**config.mk**
```make
export PLATFORM = sky130hd
export DESIGN_NAME = ccip_tx_queue
export DESIGN_NICKNAME = d
export VERILOG_FILES = /design/src/rtl/ccip_tx_queue.sv
export SDC_FILE = /design/constraint.sdc
export NUM_CORES = 1
export LEC_CHECK = 0
export CELL_PAD_IN_SITES_DETAIL_PLACEMENT = 2
export CELL_PAD_IN_SITES_GLOBAL_PLACEMENT = 2
export CORE_UTILIZATION = 36
export DETAILED_ROUTE_END_ITERATION = 12
export DONT_BUFFER_PORTS = 1
export GPL_ROUTABILITY_DRIVEN = 0
export GPL_TIMING_DRIVEN = 1
export HOLD_SLACK_MARGIN = 0.15
export PLACE_DENSITY = 0.57
export SYNTH_ARGS = -nofsm -noshare
export SYNTH_HDL_FRONTEND = slang
export SYNTH_SLANG_ARGS = --single-unit
```
**constraint.sdc**
```tcl
create_clock -name clk -period 8 [get_ports clk]
set_clock_uncertainty 0.2 [all_clocks]
set_input_delay 2.4 -clock clk [delete_from_list [all_inputs] [get_ports clk]]
set_output_delay 2.4 -clock clk [all_outputs]
set_load 0.01 [all_outputs]
```
**src/rtl/ccip_tx_queue.sv**
```systemverilog
// ccip_tx_queue: elastic buffer between the RPC core and the CCI-P DMA engine
// on the NIC-to-CPU write-back path. Responses are queued with their flow ID
// and released one per cycle while the datapath is started and CCI-P
// channel 1 has room.
//
// Ports:
//   clk, reset         clock, asynchronous active-low reset
//   start              datapath enable; gates pops only
//   flush              single-cycle pulse; discards every queued entry
//   rpc_in*            push side from the RPC core (payload, valid, flow ID)
//   in_ready           registered "upstream may push" hint
//   ccip_tx_ready      CCI-P channel 1 not almost full
//   rpc_out*           pop side to the DMA engine (one-cycle valid pulses)
//   occupancy          entries currently stored
//   drop_cnt           saturating count of pushes rejected while full
//   overflow           sticky flag, set on the first rejected push
module ccip_tx_queue #(
  parameter int unsigned LMAX_NUM_OF_FLOWS = 1,
  parameter int unsigned LDEPTH            = 3,
  parameter int unsigned IN_SLACK          = 2,
  parameter type         RpcIf             = logic [63:0]
) (
  input  logic                         clk,
  input  logic                         reset,
  input  logic                         start,
  input  logic                         flush,
  input  logic [$bits(RpcIf)-1:0]      rpc_in,
  input  logic                         rpc_in_valid,
  input  logic [LMAX_NUM_OF_FLOWS-1:0] rpc_flow_id_in,
  output logic                         in_ready,
  input  logic                         ccip_tx_ready,
  output logic [$bits(RpcIf)-1:0]      rpc_out,
  output logic                         rpc_out_valid,
  output logic [LMAX_NUM_OF_FLOWS-1:0] rpc_flow_id_out,
  output logic [LDEPTH:0]              occupancy,
  output logic [31:0]                  drop_cnt,
  output logic                         overflow
);

  localparam int unsigned RPC_W   = $bits(RpcIf);
  localparam int unsigned FLOW_W  = LMAX_NUM_OF_FLOWS;
  localparam int unsigned ENTRY_W = FLOW_W + RPC_W;
  localparam int unsigned DEPTH   = 1 << LDEPTH;
  localparam int unsigned PTR_W   = LDEPTH;
  localparam int unsigned CNT_W   = LDEPTH + 1;
  localparam int unsigned READY_LIMIT = DEPTH - IN_SLACK;

  // Entry storage; {flow_id, payload}. Deliberately not reset.
  logic [ENTRY_W-1:0] mem_q [DEPTH];

  logic [PTR_W-1:0]  wr_ptr_q, wr_ptr_d;
  logic [PTR_W-1:0]  rd_ptr_q, rd_ptr_d;
  logic [CNT_W-1:0]  count_q, count_d;
  logic              in_ready_q, in_ready_d;
  logic              rpc_out_valid_q, rpc_out_valid_d;
  logic [RPC_W-1:0]  rpc_out_q, rpc_out_d;
  logic [FLOW_W-1:0] rpc_flow_id_out_q, rpc_flow_id_out_d;
  logic [31:0]       drop_cnt_q, drop_cnt_d;
  logic              overflow_q, overflow_d;

  logic               full_c;
  logic               empty_c;
  logic               push_c;
  logic               drop_c;
  logic               pop_c;
  logic [ENTRY_W-1:0] rd_entry_c;

  // Status decode from the registered count; a push against a full queue is
  // rejected even if a pop frees a slot in the same cycle (no pass-through).
  assign full_c     = (count_q == CNT_W'(DEPTH));
  assign empty_c    = (count_q == '0);
  assign push_c     = rpc_in_valid && !full_c && !flush;
  assign drop_c     = rpc_in_valid && full_c && !flush;
  assign pop_c      = start && ccip_tx_ready && !empty_c && !flush;
  assign rd_entry_c = mem_q[rd_ptr_q];

  // Next-state logic for pointers, count, output stage and status.
  always_comb begin
    wr_ptr_d          = wr_ptr_q;
    rd_ptr_d          = rd_ptr_q;
    count_d           = count_q;
    rpc_out_valid_d   = 1'b0;
    rpc_out_d         = rpc_out_q;
    rpc_flow_id_out_d = rpc_flow_id_out_q;
    drop_cnt_d        = drop_cnt_q;
    overflow_d        = overflow_q;

    if (flush) begin
      wr_ptr_d = '0;
      rd_ptr_d = '0;
      count_d  = '0;
    end else begin
      if (push_c) begin
        wr_ptr_d = wr_ptr_q + PTR_W'(1);
      end
      if (pop_c) begin
        rd_ptr_d          = rd_ptr_q + PTR_W'(1);
        rpc_out_valid_d   = 1'b1;
        rpc_out_d         = rd_entry_c[RPC_W-1:0];
        rpc_flow_id_out_d = rd_entry_c[ENTRY_W-1:RPC_W];
      end
      count_d = count_q + CNT_W'(push_c) - CNT_W'(pop_c);
    end

    if (drop_c) begin
      overflow_d = 1'b1;
      if (drop_cnt_q != 32'hFFFF_FFFF) begin
        drop_cnt_d = drop_cnt_q + 32'd1;
      end
    end

    // Threshold leaves IN_SLACK free slots to absorb one cycle of upstream lag.
    in_ready_d = (count_d <= CNT_W'(READY_LIMIT));
  end

  // Control and output registers.
  always_ff @(posedge clk or negedge reset) begin
    if (!reset) begin
      wr_ptr_q          <= '0;
      rd_ptr_q          <= '0;
      count_q           <= '0;
      in_ready_q        <= 1'b1;
      rpc_out_valid_q   <= 1'b0;
      rpc_out_q         <= '0;
      rpc_flow_id_out_q <= '0;
      drop_cnt_q        <= '0;
      overflow_q        <= 1'b0;
    end else begin
      wr_ptr_q          <= wr_ptr_d;
      rd_ptr_q          <= rd_ptr_d;
      count_q           <= count_d;
      in_ready_q        <= in_ready_d;
      rpc_out_valid_q   <= rpc_out_valid_d;
      rpc_out_q         <= rpc_out_d;
      rpc_flow_id_out_q <= rpc_flow_id_out_d;
      drop_cnt_q        <= drop_cnt_d;
      overflow_q        <= overflow_d;
    end
  end

  // Payload RAM write port.
  always_ff @(posedge clk) begin
    if (push_c) begin
      mem_q[wr_ptr_q] <= {rpc_flow_id_in, rpc_in};
    end
  end

  assign in_ready        = in_ready_q;
  assign rpc_out         = rpc_out_q;
  assign rpc_out_valid   = rpc_out_valid_q;
  assign rpc_flow_id_out = rpc_flow_id_out_q;
  assign occupancy       = count_q;
  assign drop_cnt        = drop_cnt_q;
  assign overflow        = overflow_q;

endmodule

```
==> out/qor.csv, run 1 <==
metric,value,unit
HPWL Detailed,31530,um
initial core utilization,0.3645,
Die Wd,260.2,um
Min Hold Slack,355.3,ps
Fill cells,6119,
die height,260.2,um
I/O pin total,175,
Clock Root Buffer,clkbuf_16,
kind of critical path,in -> reg,
Rows,94,
final design instance area without fill,27400,um2
post-CTS setup buffers,0,
Rel. slew slack,0.3366,
RSZ-0062 raised after global routing,false,
pins over their slew limit,0,
clock tree buffer depth,3,
Final Util,0.4159,
Setup TNS,0,ps
pwr dens,298.2,nW/um2
type of the tightest min-delay check,reg -> reg,
ys flop type,edfxtp_1,
MaxCap Viol Count,0,
multi-input logic area,5411,um2
WL final,56400,um
Iter 0 DRT Violations,608,
CP endpoint,in_ready,
crit path DAT,4960,ps
multiplexer area fraction after synthesis,0.1504,
Port Buffer Count,0,
Syn Inst Count,1189,
gr usage total,0.1705,
Synth cell types,44,
Post-CTS Hold Buffers,0,
crit end category,flop,
layout cells sized above 1,0.2170,
Leak,0.008758,uW
"most used cell, CP",ha_1,
register area share after synthesis,0.7652,
reg2reg start,occupancy[2],
Placed Area,25080,um2
Worst Setup SP,start,
first-pass GRT wire length,84010,um
outcome,"finished, final reports clean",
crit path max fanout,52,
Critical Path Start Type,input pin,
CP peak stage delay,460,ps
Hold Fails Final Rpt,0,
fmax,0.2157,GHz
adder-cell area share of the yosys netlist,0.005525,
vias per cell,5.202,
CTS-repair resized insts,0,
Synth Warn #,0,
Post-Synth XOR/XNOR Area,0.01350,
DR WL/cell,26.23,um
drt pass-1 iters,4,
setup violators final,0,
largest net degree at the start of global routing,111,
"flops & latches, synth",630,
Register Area,18380,um2
total CTS buffers,71,
Worst-path clk slew,50,ps
CP max stage cell,buf_4,
Worst R2R Setup Slack,4320,ps
ANT nets after route,0,
Mean Syn Cell Area,20.19,um2
Tcrit/Tclk final,0.5794,
complex-gate fraction of the synthesized area,0.01564,
via count,11180,
final worst path period need,4635,ps
initial antenna violation count,0,
Die Area,67720,um2
CP cell instances,nand2_1 -> a21oi_1 -> nor2b_4 -> buf_4 -> ha_1 -> inv_1 -> ha_1 -> fa_1 -> nor2b_1 -> and3b_1 -> nor2_1,
vias in the first global route,12750,
Worst EP required,8320,ps
# diodes,0,
Final Non-Filler Cells,2150,
worst vdd ir,148.7,uV
DRC violation count after routing,0,
Final nets,1310,
GRT overflow,0,
worst r2r path cells,10,
Worst-Margin Slew,995.1,ps
clk_lat worst skew,590,ps
syn_nets,1270,
Core ar.,65860,um2
area delta synth->final,14.12,%
H-tree levels,3,
share of synthesized registers carrying an async set or reset,0.1746,
clk sinks,630,
Placed Cells,2020,
RR Endpoint,mem_q[0][60],
simple-gate portion of the synthesized area,0.03753,
main combinational cell family by area after synthesis,multiplexers,
synthesized cell area,24010,um2
CTS tree,done,
number of synthesized flops with an enable pin,520,
==> worst min-delay path by stage <==
stage	from	end	slack (ps)	cells after the start
final	drop_cnt[22]	drop_cnt[22]	360	1
after floorplan	overflow	overflow	300	1
after detailed placement	drop_cnt[22]	drop_cnt[22]	350	1
after global placement	drop_cnt[22]	drop_cnt[22]	340	1
after global routing	drop_cnt[15]	drop_cnt[15]	380	1
after CTS	drop_cnt[22]	drop_cnt[22]	360	1
==> routing by layer <==
| layer | vias to the layer above | track usage | routed length (um) |
|---|---|---|---|
| met2 | 219 | 0.2996 | 29510 |
| li1 | 4830 | - | - |
| met4 | 0 | 0.04890 | 971 |
| met1 | 6064 | 0.2047 | 22650 |
| met3 | 71 | 0.04581 | 3264 |
| met5 | - | 0 | 0 |
==> Yosys cell counts (2+ instances only) <==
master / number / share of area
clkbuf_1: 17 / 0.0027
inv_1: 8 / 0.0013
dfrtp_1: 109 / 0.11
xor2_1: 16 / 0.0058
nand4_1: 9 / 0.0023
and4_1: 6 / 0.0022
buf_2: 31 / 0.0065
edfxtp_1: 520 / 0.65
nand2b_1: 4 / 0.0010
nand2_1: 19 / 0.0030
nor3_1: 9 / 0.0019
or3_1: 3 / 0.00078
nor2_1: 90 / 0.014
mux2i_1: 67 / 0.028
and3_1: 5 / 0.0013
and2_1: 2 / 0.00052
xnor2_1: 21 / 0.0077
nor4_2: 3 / 0.0016
nand3_1: 12 / 0.0025
ha_1: 9 / 0.0047
a21oi_1: 67 / 0.014
mux4_2: 130 / 0.12
buf_1: 7 / 0.0011
nor2b_1: 5 / 0.0013
==> state kept, by name, summed over array words and instances (netlist names) <==
name             flops
drop_cnt            32
mem_q              520
overflow             1
rpc_out_valid        1
rpc_out             64
rpc_flow_id_out      1
rd_ptr_q             3
occupancy            4
wr_ptr_q             3
in_ready             1
==> power by group <==
group          switching [uW]  total, uW  internal [uW]  leakage [uW]
combinational             425        813            389       0.00161
sequential                291       4130           3840       0.00602
clock                    1290       3230           1940       0.00113
total                    2000       8170           6170       0.00876
==> cell type report <==
type                    instances  area share
multi-input cells             494      0.1975
clock buffers                 114     0.07710
well taps                     864     0.03946
inverters                       8    0.001096
clock inverters                16    0.007308
repair buffers                 24    0.006577
flip-flops and latches        630      0.6709
==> through the flow <==
step | total power, uW | setup WS [ps]
floorplan | 4767 | 67.59
global placement | 5016 | 2794
detailed placement | 5046 | 2708
CTS | 8326 | 3315
global route | 8524 | 3118
finish | 8170 | 3365
==> worst max-delay path: cells and delay by family <==
kind | cells | cell delay, ps
compound gates | 1 | 410
simple gates | 5 | 690
fa+ha+maj | 3 | 920
buf+inv | 2 | 520
==> layout by cell type (no fill, tap or decap), types with 2 or more instances in the layout <==
cell       synthesis  layout
clkinv_2           0       7
inv_1              8       8
clkbuf_8           0      11
edfxtp_1         520     520
nand2b_1           4       4
nor4_2             3       3
mux4_2           130     130
nor3_1             9       7
clkbuf_16          0      74
or3_1              3       3
dfrtp_4            0       3
dfrtp_1          109     106
nor3_2             1       2
buf_4              1      24
and3_1             5       5
and4_1             6       6
inv_6              0       2
mux2i_1           67      67
a21oi_1           67      67
bufinv_16          0       4
nand4_1            9       9
ha_1               9       9
nand3_1           12      12
clkbuf_1          17      29
nand2_1           19      19
nor2b_1            5       4
nor2_1            90      84
and2_1             2       2
xor2_1            16      16
xnor2_1           21      21
nor2_4             0       6
==> kinds of logic (layout without fill, tap and decap cells) <==
logic type	Yosys count	after routing
buffers and inverters	65	162
and+or+nand+nor	178	178
adders and majority gates	10	10
AOI/OAI and AO/OA	71	71
DFF	630	630
muxes	198	198
xor gates and xnor gates	37	37
(Power assumes the default switching activity.)
==> inputs of run 2 (changes only) <==
--- a/config.mk
+++ b/config.mk
@@ -13,7 +13,7 @@
 export GPL_ROUTABILITY_DRIVEN = 0
 export GPL_TIMING_DRIVEN = 1
 export HOLD_SLACK_MARGIN = 0.15
-export PLACE_DENSITY = 0.57
+export PLACE_DENSITY = 0.59
 export SYNTH_ARGS = -nofsm -noshare
 export SYNTH_HDL_FRONTEND = slang
 export SYNTH_SLANG_ARGS = --single-unit
==> constraint.sdc (replaced) <==
create_clock -name clk -period 4.14 [get_ports clk]
set_clock_uncertainty 0.2 [all_clocks]
set_input_delay 1.242 -clock clk [delete_from_list [all_inputs] [get_ports clk]]
set_output_delay 1.242 -clock clk [all_outputs]
set_load 0.01 [all_outputs]
==> out/qor.csv, run 2 (synthesized netlist as in run 1, its figures left out) <==
metric,value,unit
area delta synth->final,14.93,%
CTS tree,done,
initial antenna violation count,0,
vias per cell,5.170,
first-pass GRT wire length,84210,um
clk sinks,630,
largest net degree at the start of global routing,131,
MaxCap Viol Count,0,
setup violators final,0,
Reg power frac,0.503,
Rel. slew slack,0.5473,
clk_lat worst skew,600,ps
kind of critical path,reg -> reg,
pwr dens,574.0,nW/um2
Clock Root Buffer,clkbuf_16,
worst vdd ir,303.7,uV
Iter 0 DRT Violations,588,
fmax,0.3290,GHz
crit end category,flop,
gr usage total,0.1696,
initial core utilization,0.3645,
"most common cell after layout, fill and taps aside",edfxtp_1,
pins over their slew limit,0,
GRT overflow,0,
Placed Cells,2022,
drt pass-1 iters,4,
ANT nets after route,0,
vias in the first global route,12620,
Top reg by flops,mem_q,
clock tree buffer depth,3,
Worst-path clk slew,60,ps
final worst path period need,3039,ps
Die Area,67720,um2
DRC violation count after routing,0,
max reg flops,520,
CP max stage cell,dfrtp_1,
CP peak stage delay,400,ps
layout cells sized above 1,0.2188,
Critical Path Start Type,flop,
crit path DAT,3370,ps
switching share of power,0.2466,
Tcrit/Tclk final,0.7341,
outcome,"finished, final reports clean",
# diodes,0,
Rows,94,
most frequent cells in the layout,"edfxtp_1 (520), mux4_2 (130), dfrtp_1 (106)",
Overall Power,15840,uW
RSZ-0062 raised after global routing,false,
combinational power share,0.103,
H-tree levels,3,
Final Util,0.4189,
Worst R2R Setup Slack,1100,ps
Post-CTS Hold Buffers,1,
Core ar.,65860,um2
Fill cells,6162,
type of the tightest min-delay check,in -> async,
post-CTS setup buffers,0,
DR WL/cell,26.04,um
I/O pin total,175,
crit path max fanout,4,
via count,11130,
WL final,56070,um
Die Wd,260.2,um
Leak,0.008805,uW
Hold Fails Final Rpt,0,
Final WS setup,1101,ps
CTS-repair resized insts,0,
Worst EP required,4470,ps
HPWL Detailed,31730,um
Final Non-Filler Cells,2153,
switching pwr,3905,uW
Pint,11930,uW
Worst-Margin Slew,673.8,ps
pre-CTS setup slack,556.2,ps
Final nets,1314,
power share of the clock group,0.393,
die height,260.2,um
CP cell instances,inv_1 -> ha_1 -> nor3b_2 -> nand2b_1 -> nor2_1 -> inv_1 -> ha_1 -> inv_1 -> ha_1 -> fa_1 -> xnor2_1 -> and3b_1 -> nor2_1,
total CTS buffers,72,
Port Buffer Count,0,
## run 2: cell types whose count changed in the layout (fill, tap and decap cells not counted)
cell and change:
buf_4 -11, clkinv_1 +9, clkbuf_8 -7, clkinv_2 +3
clkbuf_1 -9, buf_12 +13, buf_16 +1, nor3_2 -1
bufinv_16 +3, nor3_4 +1, clkinvlp_4 +1, inv_6 +2
clkbuf_16 -2
## run 2: cell type report
class / count / area (um2) / share of cell area
clock buffers: 96 / 1932 / 0.07002
clock inverters: 34 / 364.1 / 0.01320
inverters: 8 / 30.03 / 0.001088
multi-input cells: 494 / 5418 / 0.1964
flip-flops and latches: 630 / 18380 / 0.6662
well taps: 864 / 1081 / 0.03918
repair buffers: 27 / 385.4 / 0.01397
## run 2: final timing paths
check	from	endpoint	cells after the start
worst max-delay path	occupancy[2]	in_ready	13
worst min-delay path	reset	in_ready	0
worst max register to register	occupancy[2]	in_ready	13
worst min register to register	drop_cnt[22]	drop_cnt[22]	1
max in group asynchronous	reset	rd_ptr_q[0]	1
min in group clk	drop_cnt[22]	drop_cnt[22]	1
## run 2: critical path, delay by kind of cell, from the launching register on
kind                       cells  cell delay [ps]
buffers and inverters          3              240
xor gates and xnor gates       1              200
DFF                            1              400
and+or+nand+nor                5              900
adders and majority gates      4             1030
## run 2: layer usage
metal	up-vias	wire, um	track usage
met5	-	0	0
met4	0	1047	0.04045
met3	80	2855	0.04211
met2	206	29140	0.2986
met1	5997	23030	0.2086
li1	4849	-	-
## run 2: per-stage QoR
step                      hold WS, ps  cell area, um2  TNS (ps)
after detailed placement        362.6           25270         0
after global routing            241.3           27590         0
final                           281.6           27590         0
after global placement          356.8           25270         0
after CTS                       242.6           27590         0
after floorplan                 304.1           24030   -226080
## run 2: power groups by stage
stage | Combinational, uW | Sequential [uW] | Clock, uW
4_1_cts | 1710 | 8000 | 6410
6_report | 1640 | 7970 | 6230
3_5_place_dp | 1670 | 8130 | 0
5_1_grt | 1830 | 8050 | 6620
3_3_place_gp | 1620 | 8110 | 0
2_1_floorplan | 1280 | 7930 | 0
